**config.mk**
```make
export PLATFORM = sky130hd
export DESIGN_NAME = sysid_rom_reader_flat
export DESIGN_NICKNAME = d
export VERILOG_FILES = /design/src/rtl/sysid_rom_reader_if.sv /design/src/rtl/sysid_rom_reader.sv /design/src/flat_wrapper.sv
export SDC_FILE = /design/constraint.sdc
export NUM_CORES = 1
export LEC_CHECK = 0
export ABC_AREA = 1
export CAP_MARGIN = 10
export CELL_PAD_IN_SITES_DETAIL_PLACEMENT = 1
export CELL_PAD_IN_SITES_GLOBAL_PLACEMENT = 1
export CORE_MARGIN = 2
export CORE_UTILIZATION = 30
export CTS_BUF_LIST = sky130_fd_sc_hd__clkbuf_16
export DETAILED_ROUTE_END_ITERATION = 10
export GPL_ROUTABILITY_DRIVEN = 1
export PLACE_DENSITY_LB_ADDON = 0.1
export SLEW_MARGIN = 0
export SYNTH_ARGS = -nofsm -noshare
export SYNTH_HDL_FRONTEND = slang
export SYNTH_SLANG_ARGS = --single-unit
```
**constraint.sdc**
```tcl
create_clock -name clk -period 2.25 [get_ports clk]
set_clock_uncertainty 0.2 [all_clocks]
set_input_delay 0.45 -clock clk [delete_from_list [all_inputs] [get_ports clk]]
set_output_delay 0.45 -clock clk [all_outputs]
set_load 0.03 [all_outputs]
```
**src/rtl/sysid_rom_reader_if.sv**
```systemverilog
// Bus between the system-ID ROM reader, its asynchronous ROM and the host.
// slave = reader side, master = ROM/host side.
interface sysid_rom_reader_if #(
  parameter int ROM_WIDTH     = 32,
  parameter int ROM_ADDR_BITS = 6
);
  logic [ROM_ADDR_BITS-1:0] rom_addr;
  logic [ROM_WIDTH-1:0]     rom_data;
  logic                     scan_start;
  logic                     scan_done;
  logic [ROM_WIDTH-1:0]     checksum;
  logic                     checksum_ok;
  logic                     rd_req;
  logic [ROM_ADDR_BITS-1:0] rd_addr;
  logic                     rd_ready;
  logic [ROM_WIDTH-1:0]     rd_data;
  logic                     rd_valid;

  modport slave (
    output rom_addr, scan_done, checksum, checksum_ok, rd_ready, rd_data, rd_valid,
    input  rom_data, scan_start, rd_req, rd_addr
  );

  modport master (
    input  rom_addr, scan_done, checksum, checksum_ok, rd_ready, rd_data, rd_valid,
    output rom_data, scan_start, rd_req, rd_addr
  );
endinterface

```
**src/rtl/sysid_rom_reader.sv**
```systemverilog
// Checksums the system-ID ROM after reset or on request, and serves single
// host reads from it in between scans.
module sysid_rom_reader #(
  parameter int ROM_WIDTH     = 32,
  parameter int ROM_ADDR_BITS = 6
) (
  input  logic               clk,
  input  logic               rst,
  sysid_rom_reader_if.slave  bus
);
  typedef enum logic [1:0] {
    SCAN = 2'd0,
    IDLE = 2'd1,
    READ = 2'd2
  } state_t;

  localparam logic [ROM_ADDR_BITS-1:0] LAST_ADDR = {ROM_ADDR_BITS{1'b1}};

  state_t                   state, state_nxt;
  logic [ROM_ADDR_BITS-1:0] rom_addr;
  logic [ROM_WIDTH-1:0]     acc;
  logic [ROM_WIDTH-1:0]     sum;
  logic [ROM_WIDTH-1:0]     checksum;
  logic [ROM_WIDTH-1:0]     rd_data;
  logic                     checksum_ok;
  logic                     scan_done;
  logic                     rd_valid;
  logic                     last;
  logic                     ready;
  logic                     start;
  logic                     accept;

  assign sum    = acc + bus.rom_data;
  assign last   = (rom_addr == LAST_ADDR);
  // scan_start outranks a same-cycle read, so it also masks rd_ready
  assign ready  = (state == IDLE) && !bus.scan_start;
  assign start  = (state == IDLE) && bus.scan_start;
  assign accept = ready && bus.rd_req;

  always_ff @(posedge clk) begin
    if (rst) state <= SCAN;
    else     state <= state_nxt;
  end

  always_comb begin
    state_nxt = state;
    case (state)
      SCAN:    if (last) state_nxt = IDLE;
      IDLE: begin
        if (start)       state_nxt = SCAN;
        else if (accept) state_nxt = READ;
      end
      READ:    state_nxt = IDLE;
      default: state_nxt = SCAN;
    endcase
  end

  always_ff @(posedge clk) begin
    if (rst) begin
      rom_addr    <= '0;
      acc         <= '0;
      checksum    <= '0;
      checksum_ok <= 1'b0;
      scan_done   <= 1'b0;
      rd_data     <= '0;
      rd_valid    <= 1'b0;
    end else begin
      rd_valid <= 1'b0;
      case (state)
        SCAN: begin
          acc <= sum;
          // last word: publish the total and park the address
          if (last) begin
            checksum    <= sum;
            checksum_ok <= (sum == '0);
            scan_done   <= 1'b1;
          end else begin
            rom_addr <= rom_addr + 1'b1;
          end
        end
        IDLE: begin
          if (start) begin
            scan_done   <= 1'b0;
            checksum_ok <= 1'b0;
            acc         <= '0;
            rom_addr    <= '0;
          end else if (accept) begin
            rom_addr <= bus.rd_addr;
          end
        end
        READ: begin
          rd_data  <= bus.rom_data;
          rd_valid <= 1'b1;
        end
        default: ;
      endcase
    end
  end

  assign bus.rom_addr    = rom_addr;
  assign bus.scan_done   = scan_done;
  assign bus.checksum    = checksum;
  assign bus.checksum_ok = checksum_ok;
  assign bus.rd_ready    = ready;
  assign bus.rd_data     = rd_data;
  assign bus.rd_valid    = rd_valid;
endmodule

```
**src/flat_wrapper.sv**
```systemverilog
// flat-port wrapper written by rule: the top's interface ports become plain ports
module sysid_rom_reader_flat 
#(
  parameter int ROM_WIDTH     = 32,
  parameter int ROM_ADDR_BITS = 6
)
  (clk, rst, bus_rom_addr, bus_scan_done, bus_checksum, bus_checksum_ok, bus_rd_ready, bus_rd_data, bus_rd_valid, bus_rom_data, bus_scan_start, bus_rd_req, bus_rd_addr);
  sysid_rom_reader_if #(.ROM_WIDTH(ROM_WIDTH), .ROM_ADDR_BITS(ROM_ADDR_BITS)) bus_i ();
  input  logic clk;
  input  logic rst;
  output wire logic [$bits(bus_i.rom_addr)-1:0] bus_rom_addr;
  output wire logic [$bits(bus_i.scan_done)-1:0] bus_scan_done;
  output wire logic [$bits(bus_i.checksum)-1:0] bus_checksum;
  output wire logic [$bits(bus_i.checksum_ok)-1:0] bus_checksum_ok;
  output wire logic [$bits(bus_i.rd_ready)-1:0] bus_rd_ready;
  output wire logic [$bits(bus_i.rd_data)-1:0] bus_rd_data;
  output wire logic [$bits(bus_i.rd_valid)-1:0] bus_rd_valid;
  input wire logic [$bits(bus_i.rom_data)-1:0] bus_rom_data;
  input wire logic [$bits(bus_i.scan_start)-1:0] bus_scan_start;
  input wire logic [$bits(bus_i.rd_req)-1:0] bus_rd_req;
  input wire logic [$bits(bus_i.rd_addr)-1:0] bus_rd_addr;
  assign bus_rom_addr = bus_i.rom_addr;
  assign bus_scan_done = bus_i.scan_done;
  assign bus_checksum = bus_i.checksum;
  assign bus_checksum_ok = bus_i.checksum_ok;
  assign bus_rd_ready = bus_i.rd_ready;
  assign bus_rd_data = bus_i.rd_data;
  assign bus_rd_valid = bus_i.rd_valid;
  assign bus_i.rom_data = bus_rom_data;
  assign bus_i.scan_start = bus_scan_start;
  assign bus_i.rd_req = bus_rd_req;
  assign bus_i.rd_addr = bus_rd_addr;
  sysid_rom_reader #(.ROM_WIDTH(ROM_WIDTH), .ROM_ADDR_BITS(ROM_ADDR_BITS)) u_core (.clk(clk), .rst(rst), .bus(bus_i));
endmodule
```
==> metrics.md, run 1 <==
| Metric | Value |
|---|---|
| CTS tree | built |
| RSZ-0062 raised after global routing | yes |
| Row Count | 53 |
| Main synth FF type | dfxtp_1 |
| Status | finished with violations |
| DRT Wirelength | 26.42 mm |
| Worst R2R Start | u_core.acc[0] |
| Final worst path period need | 2.471 ns |
| Synth top area share | 32.99% |
| Vias in the first global route | 7551 |
| Router iterations before antenna repair | 4 |
| Post-place setup slack | -1.034 ns |
| CP most frequent cell | nor2_1 |
| Register area share after synthesis | 32.99% |
| Mapped Area | 6494 um2 |
| Critical path peak fanout | 2 |
| Flop2flop setup slack | -0.22 ns |
| Final setup margin | -0.2215 ns |
| Num CTS Buffers | 9 |
| CP top delay family | simple AND/OR/NAND/NOR gates |
| Largest net degree at the start of global routing | 56 |
| Transition time of the tightest slew-check pin | 0.4385 ns |
| Critical Path, Cell by Cell | ha_4, inv_2, fa_2, buf_4, xor2_1, inv_1, nor2_1, nand3_1, nor2_2, nand3_2, nor2_1, nand2_1, nor2_1, nand2_1, a21oi_2 |
| CP max stage delay | 0.36 ns |
| Die width | 151.1 um |
| Worst-case clock buffer depth | 2 |
| WL per Instance | 17.14 um |
| Max-cap violations | 0 |
| Fill cell count | 2639 |
| Warnings from Yosys | 0 |
| Clk sinks | 107 |
| GPL Wtd Cong | 0.8894 |
| Slew HR | 70.77% |
| Final Hold Viols | 0 |
| Placed cell area | 8823 um2 |
| Worst path buffer plus inverter count | 3 |
| Post-synth EDFFs | 0 |
| Syn_area_per_cell | 6.348 um2 |
| P_leak | 5.007 nW |
| Nets | 1336 |
| Worst R2R Path Depth | 15 |
| Area leader, netlist | dfxtp_1 |
| Crit start category | flip-flop |
| I/O Pins | 116 |
| Design Area, Final | 10510 um2 |
| Core Area | 21150 um2 |
| N_diodes | 0 |
| Violated checks | setup timing |
| Period Utilization, post-route | 109.8% |
| Hold Path Class | input port to flip-flop |
| Vias/cell | 4.775 |
| Synth Instances | 1023 |
| Final Power | 12.01 mW |
| Leading cell types in the layout, fill and taps excluded | nand2_1, inv_1, buf_4 |
| Final Non-Filler Cells | 1541 |
| DRC viols | 0 |
| Post-route ant nets | 0 |
| RR Endpoint | u_core.bus.checksum_ok |
| P&R area growth vs syn | 61.81% |
| Buffers on Ports | 115 |
| Commonest non-fill, non-tap cell in the layout | nand2_1 |
| VDD IR max | 0.0004764 V |
| Nature of the critical path endpoint | flip-flop |
| CP required | 2.36 ns |
| Setup TNS | -0.4270 ns |
| Clock Latency Late Sink | 0.37 ns |
| Ys async rst share | 0% |
| Pins Over Slew Limit | 0 |
| Iter 0 DRT Violations | 259 |
| Height of the chip | 151.1 um |
| Dpl hpwl | 19.11 mm |
| CP Class | flip-flop to flip-flop |
| CTS H-tree depth | 3 |
| Synthesized net count | 1098 |
| Initial Util | 30.70% |
| End of the worst hold path | u_core.bus.rd_data[11] |
| First-pass GRT wire length | 40.50 mm |
| Clock Tree Root | clkbuf_16 |
| Share of cells above drive strength 1 | 32.78% |
| Clock-pin slew on the worst setup and hold paths | 0.08 ns |
| Distinct cell type count after synthesis | 34 |
| All-Layer GR Usage | 23.14% |
| Hold Crit Depth | 3 |
| Min-delay src | bus_rom_data[11] |
| Fmax | 0.4046 GHz |
| Synth area leaders | dfxtp_1, nand2_1, inv_1 |
| Remaining Overflow, GRT | 0 |
| Initial antenna violation count | 0 |
| Placed Instances | 1503 |
| CP max-delay cell | dfxtp_2 |
| Endpoints failing setup | 14 |
| WP depth | 15 |
| Cell Pwr Density | 1143 nW/um2 |
| Die area | 22840 um2 |
| CP arrival | 2.58 ns |
| Seq cells post-synth | 107 |
| Via count of the routed design | 7359 |
timing repair:
action | CTS | global route
endpoints found under the setup margin | 58 | 56
pin swaps | 55 | 68
buffers inserted | 13 | 14
resized for setup | 169 | 161
hold buffers | 0 | 0
worst max path at each step:
stage | end | startpoint | slack, ns
2_1_floorplan | u_core.bus.checksum_ok | bus_rom_data[0] | -0.07
3_3_place_gp | u_core.bus.checksum_ok | bus_rom_data[19] | -1.02
3_5_place_dp | u_core.bus.checksum_ok | bus_rom_data[19] | -1.03
4_1_cts | u_core.bus.checksum_ok | u_core.acc[0] | -0.17
5_1_grt | u_core.bus.checksum_ok | u_core.acc[0] | -0.40
6_report | u_core.bus.checksum_ok | u_core.acc[0] | -0.22
layout make-up:
class	count	area (um2)	share of cell area [%]
Timing Repair Buffer	255	2245	21.36
Clock buffer	9	225.2	2.143
Clock inverter	7	82.58	0.7859
Inverter	161	606.8	5.775
Tap cell	275	344.1	3.275
Multi-Input combinational cell	727	4822	45.89
Sequential cell	107	2182	20.77
stage by stage:
stage	hold WS, ns	utilization [%]
3_5_place_dp	0.2618	41.71
5_1_grt	0.1913	49.67
4_1_cts	0.2758	46.82
6_report	0.1739	49.67
2_1_floorplan	0.2438	-
3_3_place_gp	0.2562	41.71
tightest hold or removal path: stages:
cell and delay [ns]:
clkbuf_2 0.12, nor2_1 0.05, nor2_1 0.08
power by group:
group | internal, mW | total (mW) | switching, mW
sequential | 2.19 | 2.46 | 0.268
clock | 0.887 | 1.75 | 0.861
combinational | 3.58 | 7.80 | 4.22
cell families (layout without fill, tap and decap cells):
family          Yosys count  after routing  share of synthesized area (%)
flops                   107            107                          32.99
simple gates            512            512                          32.87
fa+ha+maj                33             33                          6.474
xor+xnor                 17             17                          2.293
compound gates          165            165                          14.39
buf+inv                 189            432                          10.98
synth_stat cells, types with 4 or more instances:
| cell | count |
|---|---|
| nand2_1 | 304 |
| inv_1 | 153 |
| nor2_1 | 118 |
| dfxtp_1 | 107 |
| a21oi_1 | 64 |
| o21ai_0 | 60 |
| nand3_1 | 42 |
| ha_1 | 32 |
| clkbuf_1 | 25 |
| o21bai_1 | 24 |
| nand2_2 | 9 |
| nor2_2 | 9 |
| xor2_1 | 9 |
| nand4_1 | 8 |
| o211ai_1 | 8 |
| xnor2_1 | 8 |
| inv_2 | 7 |
| or2_2 | 6 |
| nor2_4 | 4 |
flip-flops by register name, indices dropped and copies added (netlist names):
| signal | cells |
|---|---|
| u_core.bus.scan_done | 1 |
| u_core.bus.rom_addr | 6 |
| u_core.state | 2 |
| u_core.bus.rd_valid | 1 |
| u_core.acc | 32 |
| u_core.bus.checksum_ok | 1 |
| u_core.bus.checksum | 32 |
| u_core.bus.rd_data | 32 |
routing by layer:
metal,wire length (um),vias to the layer above,track usage (%)
li1,-,3674,-
met2,11660,133,36.36
met5,0,-,0
met3,1054,22,3.072
met1,13380,3530,34.15
met4,318,0,4.065
(Power assumes the default switching activity.)
==> run 2: changes to the inputs <==
--- a/config.mk
+++ b/config.mk
@@ -14,6 +14,7 @@
 export CTS_BUF_LIST = sky130_fd_sc_hd__clkbuf_16
 export DETAILED_ROUTE_END_ITERATION = 10
 export GPL_ROUTABILITY_DRIVEN = 1
+export HOLD_SLACK_MARGIN = 0.05
 export PLACE_DENSITY_LB_ADDON = 0.1
 export SLEW_MARGIN = 0
 export SYNTH_ARGS = -nofsm -noshare
==> constraint.sdc (replaced) <==
create_clock -name clk -period 2.25 [get_ports clk]
set_clock_uncertainty 0.2 [all_clocks]
set_input_delay 0.45 -clock clk [delete_from_list [all_inputs] [get_ports clk]]
set_output_delay 0.45 -clock clk [all_outputs]
set_load 0.1 [all_outputs]
==> run 2 against run 1 <==
  * The run still ends with setup timing left
  * Via count is 0.58% lower
  * Clock power is 10% lower
  * Die area unchanged
  * Register-to-register slack better by 0.03 ns
  * Fmax increased by 1.3%
  * Clock-buffer cell count unchanged
  * Worst setup slack better by 0.033 ns
  * Power decreased by 1.5%
  * Sequential share of layout area rose by 0.38 points
  * Final area down 1.6%
  * Sequential power about the same
  * Critical path depth rose by 3
==> metrics.md, run 2 (synthesis results as in run 1) <==
| Metric | Value |
|---|---|
| DRC viols | 0 (unchanged) |
| Period Utilization, post-route | 108.4% (was 109.8%) |
| P_leak | 5.162 nW (was 5.007 nW) |
| All-Layer GR Usage | 22.73% (was 23.14%) |
| Crit start category | flip-flop (unchanged) |
| CP Launch Point | u_core.acc[0] (unchanged) |
| Min-delay src | bus_rom_data[13] (was bus_rom_data[11]) |
| Multi-input logic area | 4831 um2 (was 4822 um2) |
| Regs by FF count | u_core.acc: 32 flops, u_core.bus.checksum: 32 flops, u_core.bus.rd_data: 32 flops (unchanged) |
| Final worst path period need | 2.439 ns (was 2.471 ns) |
| Initial Util | 30.70% (unchanged) |
| Vias in the first global route | 7405 (was 7551) |
| Endpoints failing setup | 8 (was 14) |
| Clock Tree Root | clkbuf_16 (unchanged) |
| CP Class | flip-flop to flip-flop (unchanged) |
| Worst-case clock buffer depth | 2 (unchanged) |
| RSZ-0062 raised after global routing | yes (unchanged) |
| Largest net degree at the start of global routing | 65 (was 56) |
| Num CTS Buffers | 9 (unchanged) |
| Post-route ant nets | 0 (unchanged) |
| First-pass GRT wire length | 39.68 mm (was 40.50 mm) |
| Placed cell area | 8647 um2 (was 8823 um2) |
| Buffers on Ports | 115 (unchanged) |
| Worst R2R Start | u_core.acc[0] (unchanged) |
| Final setup margin | -0.1886 ns (was -0.2215 ns) |
| Nets | 1334 (was 1336) |
| Die width | 151.1 um (unchanged) |
| Worst R2R Path Depth | 18 (was 15) |
| DRT Wirelength | 25.97 mm (was 26.42 mm) |
| Clock Latency Late Sink | 0.37 ns (about the same) |
| Critical path peak fanout | 4 (was 2) |
| Remaining Overflow, GRT | 0 (unchanged) |
| Commonest non-fill, non-tap cell in the layout | nand2_1 (unchanged) |
| Clk sinks | 107 (unchanged) |
| Final Power | 11.83 mW (was 12.01 mW) |
| Pins Over Slew Limit | 0 (unchanged) |
| Initial antenna violation count | 0 (unchanged) |
| Nature of the critical path endpoint | flip-flop (unchanged) |
| Router iterations before antenna repair | 5 (was 4) |
| CTS H-tree depth | 3 (unchanged) |
| Row Count | 53 (unchanged) |
| I/O Pins | 116 (unchanged) |
| N_diodes | 0 (unchanged) |
| Violated checks | setup timing (unchanged) |
| Fmax | 0.4101 GHz (was 0.4046 GHz) |
| Final design utilization | 48.87% (was 49.67%) |
| WL per Instance | 16.87 um (was 17.14 um) |
| Clock-pin slew on the worst setup and hold paths | 0.08 ns (about the same) |
| Design Area, Final | 10340 um2 (was 10510 um2) |
| Dpl hpwl | 19.28 mm (was 19.11 mm) |
| Final Hold Viols | 0 (unchanged) |
| Reg area | 2186 um2 (was 2182 um2) |
| CP required | 2.35 ns (was 2.36 ns) |
| CP arrival | 2.54 ns (was 2.58 ns) |
| Slew HR | 70.80% (was 70.77%) |
| Max-cap violations | 0 (unchanged) |
| Share of cells above drive strength 1 | 39.00% (was 32.78%) |
| Die area | 22840 um2 (unchanged) |
| Hold Crit Depth | 3 (unchanged) |
| Transition time of the tightest slew-check pin | 0.4380 ns (was 0.4385 ns) |
| Iter 0 DRT Violations | 333 (was 259) |
| Fill cell count | 2641 (was 2639) |
| Via count of the routed design | 7316 (was 7359) |
| Core Area | 21150 um2 (unchanged) |
| Leading cell types in the layout, fill and taps excluded | nand2_1, buf_4, inv_1 (was nand2_1, inv_1, buf_4) |
| P&R area growth vs syn | 59.19% (was 61.81%) |
| Vias/cell | 4.754 (was 4.775) |
| Hold Path Class | input port to flip-flop (unchanged) |
| CTS tree | built (unchanged) |
| GPL Wtd Cong | 0.8760 (was 0.8894) |
| Cell Pwr Density | 1145 nW/um2 (was 1143 nW/um2) |
| VDD IR max | 0.0004486 V (was 0.0004764 V) |
| Height of the chip | 151.1 um (unchanged) |
| Status | finished with violations (unchanged) |
==> run 2: layer usage <==
layer	global-route usage [%]	vias up	wire, um
met3	3.253	20	1088
met1	33.22	3501	12940
met2	35.25	126	11590
li1	-	3669	-
met5	0	-	0
met4	5.374	0	347
==> run 2: final timing paths <==
| check | slack, ns | end |
|---|---|---|
| worst min register to register | 0.28 | u_core.acc[27] |
| worst max register to register | -0.19 | u_core.bus.checksum_ok |
| worst max-delay path | -0.19 | u_core.bus.checksum_ok |
| worst min-delay path | 0.18 | u_core.bus.rd_data[13] |
==> run 2: layout make-up <==
cell class / instances / share of cell area [%]
multi-input combinational: 727 / 46.73
clock inverter: 7 / 0.5326
clock buffer: 9 / 2.179
timing repair buffer: 253 / 20.24
tap: 275 / 3.328
sequential: 107 / 21.15
inverter: 161 / 5.846
==> run 2: report_power, final <==
group	internal, mW	switching, mW
registers	2.18	0.251
logic	3.53	4.30
clock network	0.765	0.809
total	6.47	5.36
==> run 2: metrics by stage <==
step	hold slack (ns)	std cells	setup slack (ns)	setup TNS, ns
3_5_place_dp	0.2601	1499	-0.9177	-36.22
2_1_floorplan	0.2438	1023	-0.07052	-0.07052
6_report	0.1774	1539	-0.1886	-0.4572
5_1_grt	0.1978	1539	-0.3455	-2.209
4_1_cts	0.2822	1527	-0.1675	-0.6087
3_3_place_gp	0.2551	1499	-0.9355	-35.70
==> run 2: critical path: stages, from the launching register on <==
cell,delay (ns)
dfxtp_2,0.36
ha_4,0.13
inv_2,0.03
fa_2,0.35
inv_2,0.09
nand3_2,0.08
nand2_4,0.11
nand2_4,0.06
nand2_4,0.10
nand2_4,0.06
nand2_4,0.08
nand3_4,0.08
nand3_2,0.08
nand2_2,0.08
nor2_1,0.11
nand2_1,0.06
nor2_1,0.10
nand2_1,0.09
a21oi_2,0.12
==> run 2: timing repair <==
item	in CTS	in global routing
resized for setup	148	182
setup endpoints to repair	57	48
hold buffers	0	0
setup buffers	12	16
pin swaps	46	74
==> run 3: changes to the inputs <==
==> constraint.sdc (replaced) <==
create_clock -name clk -period 2.25 [get_ports clk]
set_clock_uncertainty 0.2 [all_clocks]
set_input_delay 0.45 -clock clk [delete_from_list [all_inputs] [get_ports clk]]
set_output_delay 0.45 -clock clk [all_outputs]
set_load 0.02 [all_outputs]
==> run 3 against run 2 <==
  * The run still ends with setup timing left
  * Via count up 1.2%
  * Global-route usage grew 0.43 points
  * Power increased by 2.3%
  * Sequential share of layout area shrank 0.52 points
  * Core utilization grew 0.98 points
  * Combinational power grew 2%
  * Clock power up 8%
  * Routed wire length up 1.9%
  * Clock-buffer cell count unchanged
  * Largest cell class unchanged
  * Register-to-register slack about the same
  * Sequential cell count did not move
  * Critical endpoint unchanged
==> metrics.md, run 3 (synthesis results as in run 1) <==
| Metric | Value |
|---|---|
| Status | finished with violations (unchanged) |
| Violated checks | setup timing (unchanged) |
| CP arrival | 2.55 ns (was 2.54 ns) |
| I/O Pins | 116 (unchanged) |
| Slew HR | 70.62% (was 70.80%) |
| VDD IR max | 0.0005252 V (was 0.0004486 V) |
| Met1 Use GR | 32.96% (was 33.22%) |
| Buffers on Ports | 115 (unchanged) |
| Iter 0 DRT Violations | 259 (was 333) |
| Row Count | 53 (unchanged) |
| Commonest non-fill, non-tap cell in the layout | nand2_1 (unchanged) |
| DRC viols | 0 (unchanged) |
| Height of the chip | 151.1 um (unchanged) |
| Remaining Overflow, GRT | 0 (unchanged) |
| Nets | 1334 (unchanged) |
| Initial Util | 30.70% (unchanged) |
| Combinational share of power | 65.8% (was 66.1%) |
| Leading cell types in the layout, fill and taps excluded | nand2_1, inv_1, buf_4 (was nand2_1, buf_4, inv_1) |
| Hold Path Class | input port to flip-flop (unchanged) |
| Die area | 22840 um2 (unchanged) |
| Crit start category | input port (was flip-flop) |
| Vias in the first global route | 7602 (was 7405) |
| Vias/cell | 4.812 (was 4.754) |
| Largest net degree at the start of global routing | 56 (was 65) |
| Placed cell area | 8836 um2 (was 8647 um2) |
| Transition time of the tightest slew-check pin | 0.4407 ns (was 0.4380 ns) |
| CP Class | input port to flip-flop (was flip-flop to flip-flop) |
| Design Area, Final | 10540 um2 (was 10340 um2) |
| Worst-case clock buffer depth | 2 (unchanged) |
| Final setup margin | -0.1962 ns (was -0.1886 ns) |
| Pins Over Slew Limit | 0 (unchanged) |
| Clock-pin slew on the worst setup and hold paths | 0.08 ns (about the same) |
| Die width | 151.1 um (unchanged) |
| Num CTS Buffers | 9 (unchanged) |
| Sw Share | 44.40% (was 45.29%) |
| CTS tree | built (unchanged) |
| Via count of the routed design | 7406 (was 7316) |
| CP required | 2.36 ns (was 2.35 ns) |
| Initial antenna violation count | 0 (unchanged) |
| Flop2flop setup slack | -0.19 ns (about the same) |
| Share of power burned in the clock network | 14.0% (was 13.3%) |
| WL per Instance | 17.20 um (was 16.87 um) |
| Switching power | 5.375 mW (was 5.359 mW) |
| Placed Instances | 1506 (was 1499) |
| Cell Pwr Density | 1148 nW/um2 (was 1145 nW/um2) |
| Met3 Use GR | 2.590% (was 3.253%) |
| Clock Tree Root | clkbuf_16 (unchanged) |
| Fill cell count | 2656 (was 2641) |
| Dpl hpwl | 19.31 mm (was 19.28 mm) |
| Worst R2R Path Depth | 17 (was 18) |
| Fmax | 0.4088 GHz (was 0.4101 GHz) |
| GPL Wtd Cong | 0.8950 (was 0.8760) |
| Internal | 6.731 mW (was 6.474 mW) |
| Router iterations before antenna repair | 4 (was 5) |
| Final worst path period need | 2.446 ns (was 2.439 ns) |
| Clk sinks | 107 (unchanged) |
| CP Launch Point | bus_rom_data[10] (was u_core.acc[0]) |
| Met2 Resource Use GR | 37.05% (was 35.25%) |
| Final design utilization | 49.84% (was 48.87%) |
| Critical path peak fanout | 3 (was 4) |
| Core Area | 21150 um2 (unchanged) |
| Sequential Power Share | 20.2% (was 20.6%) |
| GR peak layer | met2 (unchanged) |
| P_leak | 5.051 nW (was 5.162 nW) |
| Final Hold Viols | 0 (unchanged) |
| Post-route ant nets | 0 (unchanged) |
| RSZ-0062 raised after global routing | yes (unchanged) |
| RR Endpoint | u_core.bus.checksum_ok (unchanged) |
| First-pass GRT wire length | 40.34 mm (was 39.68 mm) |
| Worst R2R Start | u_core.acc[0] (unchanged) |
| Nature of the critical path endpoint | flip-flop (unchanged) |
| P&R area growth vs syn | 62.37% (was 59.19%) |
| Regs by FF count | u_core.acc: 32 flops, u_core.bus.checksum: 32 flops, u_core.bus.rd_data: 32 flops (unchanged) |
| CTS H-tree depth | 3 (unchanged) |
| Crit path to | u_core.bus.checksum_ok (unchanged) |
| Final Power | 12.11 mW (was 11.83 mW) |
| All-Layer GR Usage | 23.16% (was 22.73%) |
| Max-cap violations | 0 (unchanged) |
| Endpoints failing setup | 12 (was 8) |
| Final Non-Filler Cells | 1539 (unchanged) |
| Clock Latency Late Sink | 0.36 ns (was 0.37 ns) |
| Share of cells above drive strength 1 | 32.59% (was 39.00%) |
| N_diodes | 0 (unchanged) |
| DRT Wirelength | 26.47 mm (was 25.97 mm) |
| Period Utilization, post-route | 108.7% (was 108.4%) |
## run 3: repair_timing
action	CTS	global route
setup buffers	11	12
pin swaps	52	69
hold buffers	0	0
resized for setup	162	179
setup endpoints to repair	58	56
## run 3: routing by layer
metal,routed length [um],vias up,share of wire (%)
met1,13070,3580,49
met3,983,26,3.7
met2,11970,132,45
met5,0,-,0
met4,450,0,1.7
li1,-,3668,-
## run 3: layout make-up
type,instances,area [um2],share of cell area (%)
Tap cell,275,344.1,3.263
Clock inverter,7,75.07,0.7120
Sequential cell,107,2175,20.62
Clock buffer,9,225.2,2.136
Multi-Input combinational cell,727,4875,46.23
Inverter,161,604.3,5.732
Timing Repair Buffer,253,2246,21.30
## run 3: worst min-delay path by stage
stage / startpoint / endpoint / slack, ns / cells past startpoint
6_report: bus_rom_data[12] / u_core.bus.rd_data[12] / 0.18 / 3
5_1_grt: bus_rom_data[12] / u_core.bus.rd_data[12] / 0.19 / 3
4_1_cts: u_core.bus.checksum[1] / u_core.bus.checksum[1] / 0.28 / 2
3_5_place_dp: u_core.bus.checksum[0] / u_core.bus.checksum[0] / 0.26 / 2
3_3_place_gp: u_core.acc[12] / u_core.acc[12] / 0.26 / 2
2_1_floorplan: u_core.acc[2] / u_core.acc[2] / 0.24 / 2
## run 3: power by group through the flow
| stage | clock [mW] | combinational (mW) | sequential (mW) |
|---|---|---|---|
| finish | 1.69 | 7.97 | 2.45 |
| global route | 1.81 | 8.59 | 2.47 |
| CTS | 1.74 | 6.84 | 2.41 |
| detailed placement | 0 | 5.75 | 2.34 |
| global placement | 0 | 5.69 | 2.33 |
| floorplan | 0 | 2.86 | 2.29 |
## run 3: per-stage QoR
step | worst slack [ns] | hold WS [ns] | setup TNS [ns]
after floorplan | -0.07052 | 0.2438 | -0.07052
after global placement | -1.047 | 0.2574 | -34.81
after detailed placement | -1.028 | 0.2625 | -36.63
after CTS | -0.1787 | 0.2768 | -1.029
after global routing | -0.3740 | 0.1942 | -2.683
final | -0.1962 | 0.1797 | -0.6516
## run 3: worst max-delay path, stage by stage
cell	delay [ns]
dlygate4sd2_1	0.27
ha_4	0.30
buf_4	0.13
nand2_4	0.08
nor2_4	0.14
inv_2	0.08
nor2_4	0.16
nand2_4	0.07
nand3_4	0.10
xnor2_4	0.15
nand2_1	0.08
nor2_1	0.10
nand2_1	0.06
nor2_1	0.14
nand2_1	0.10
a21oi_2	0.13
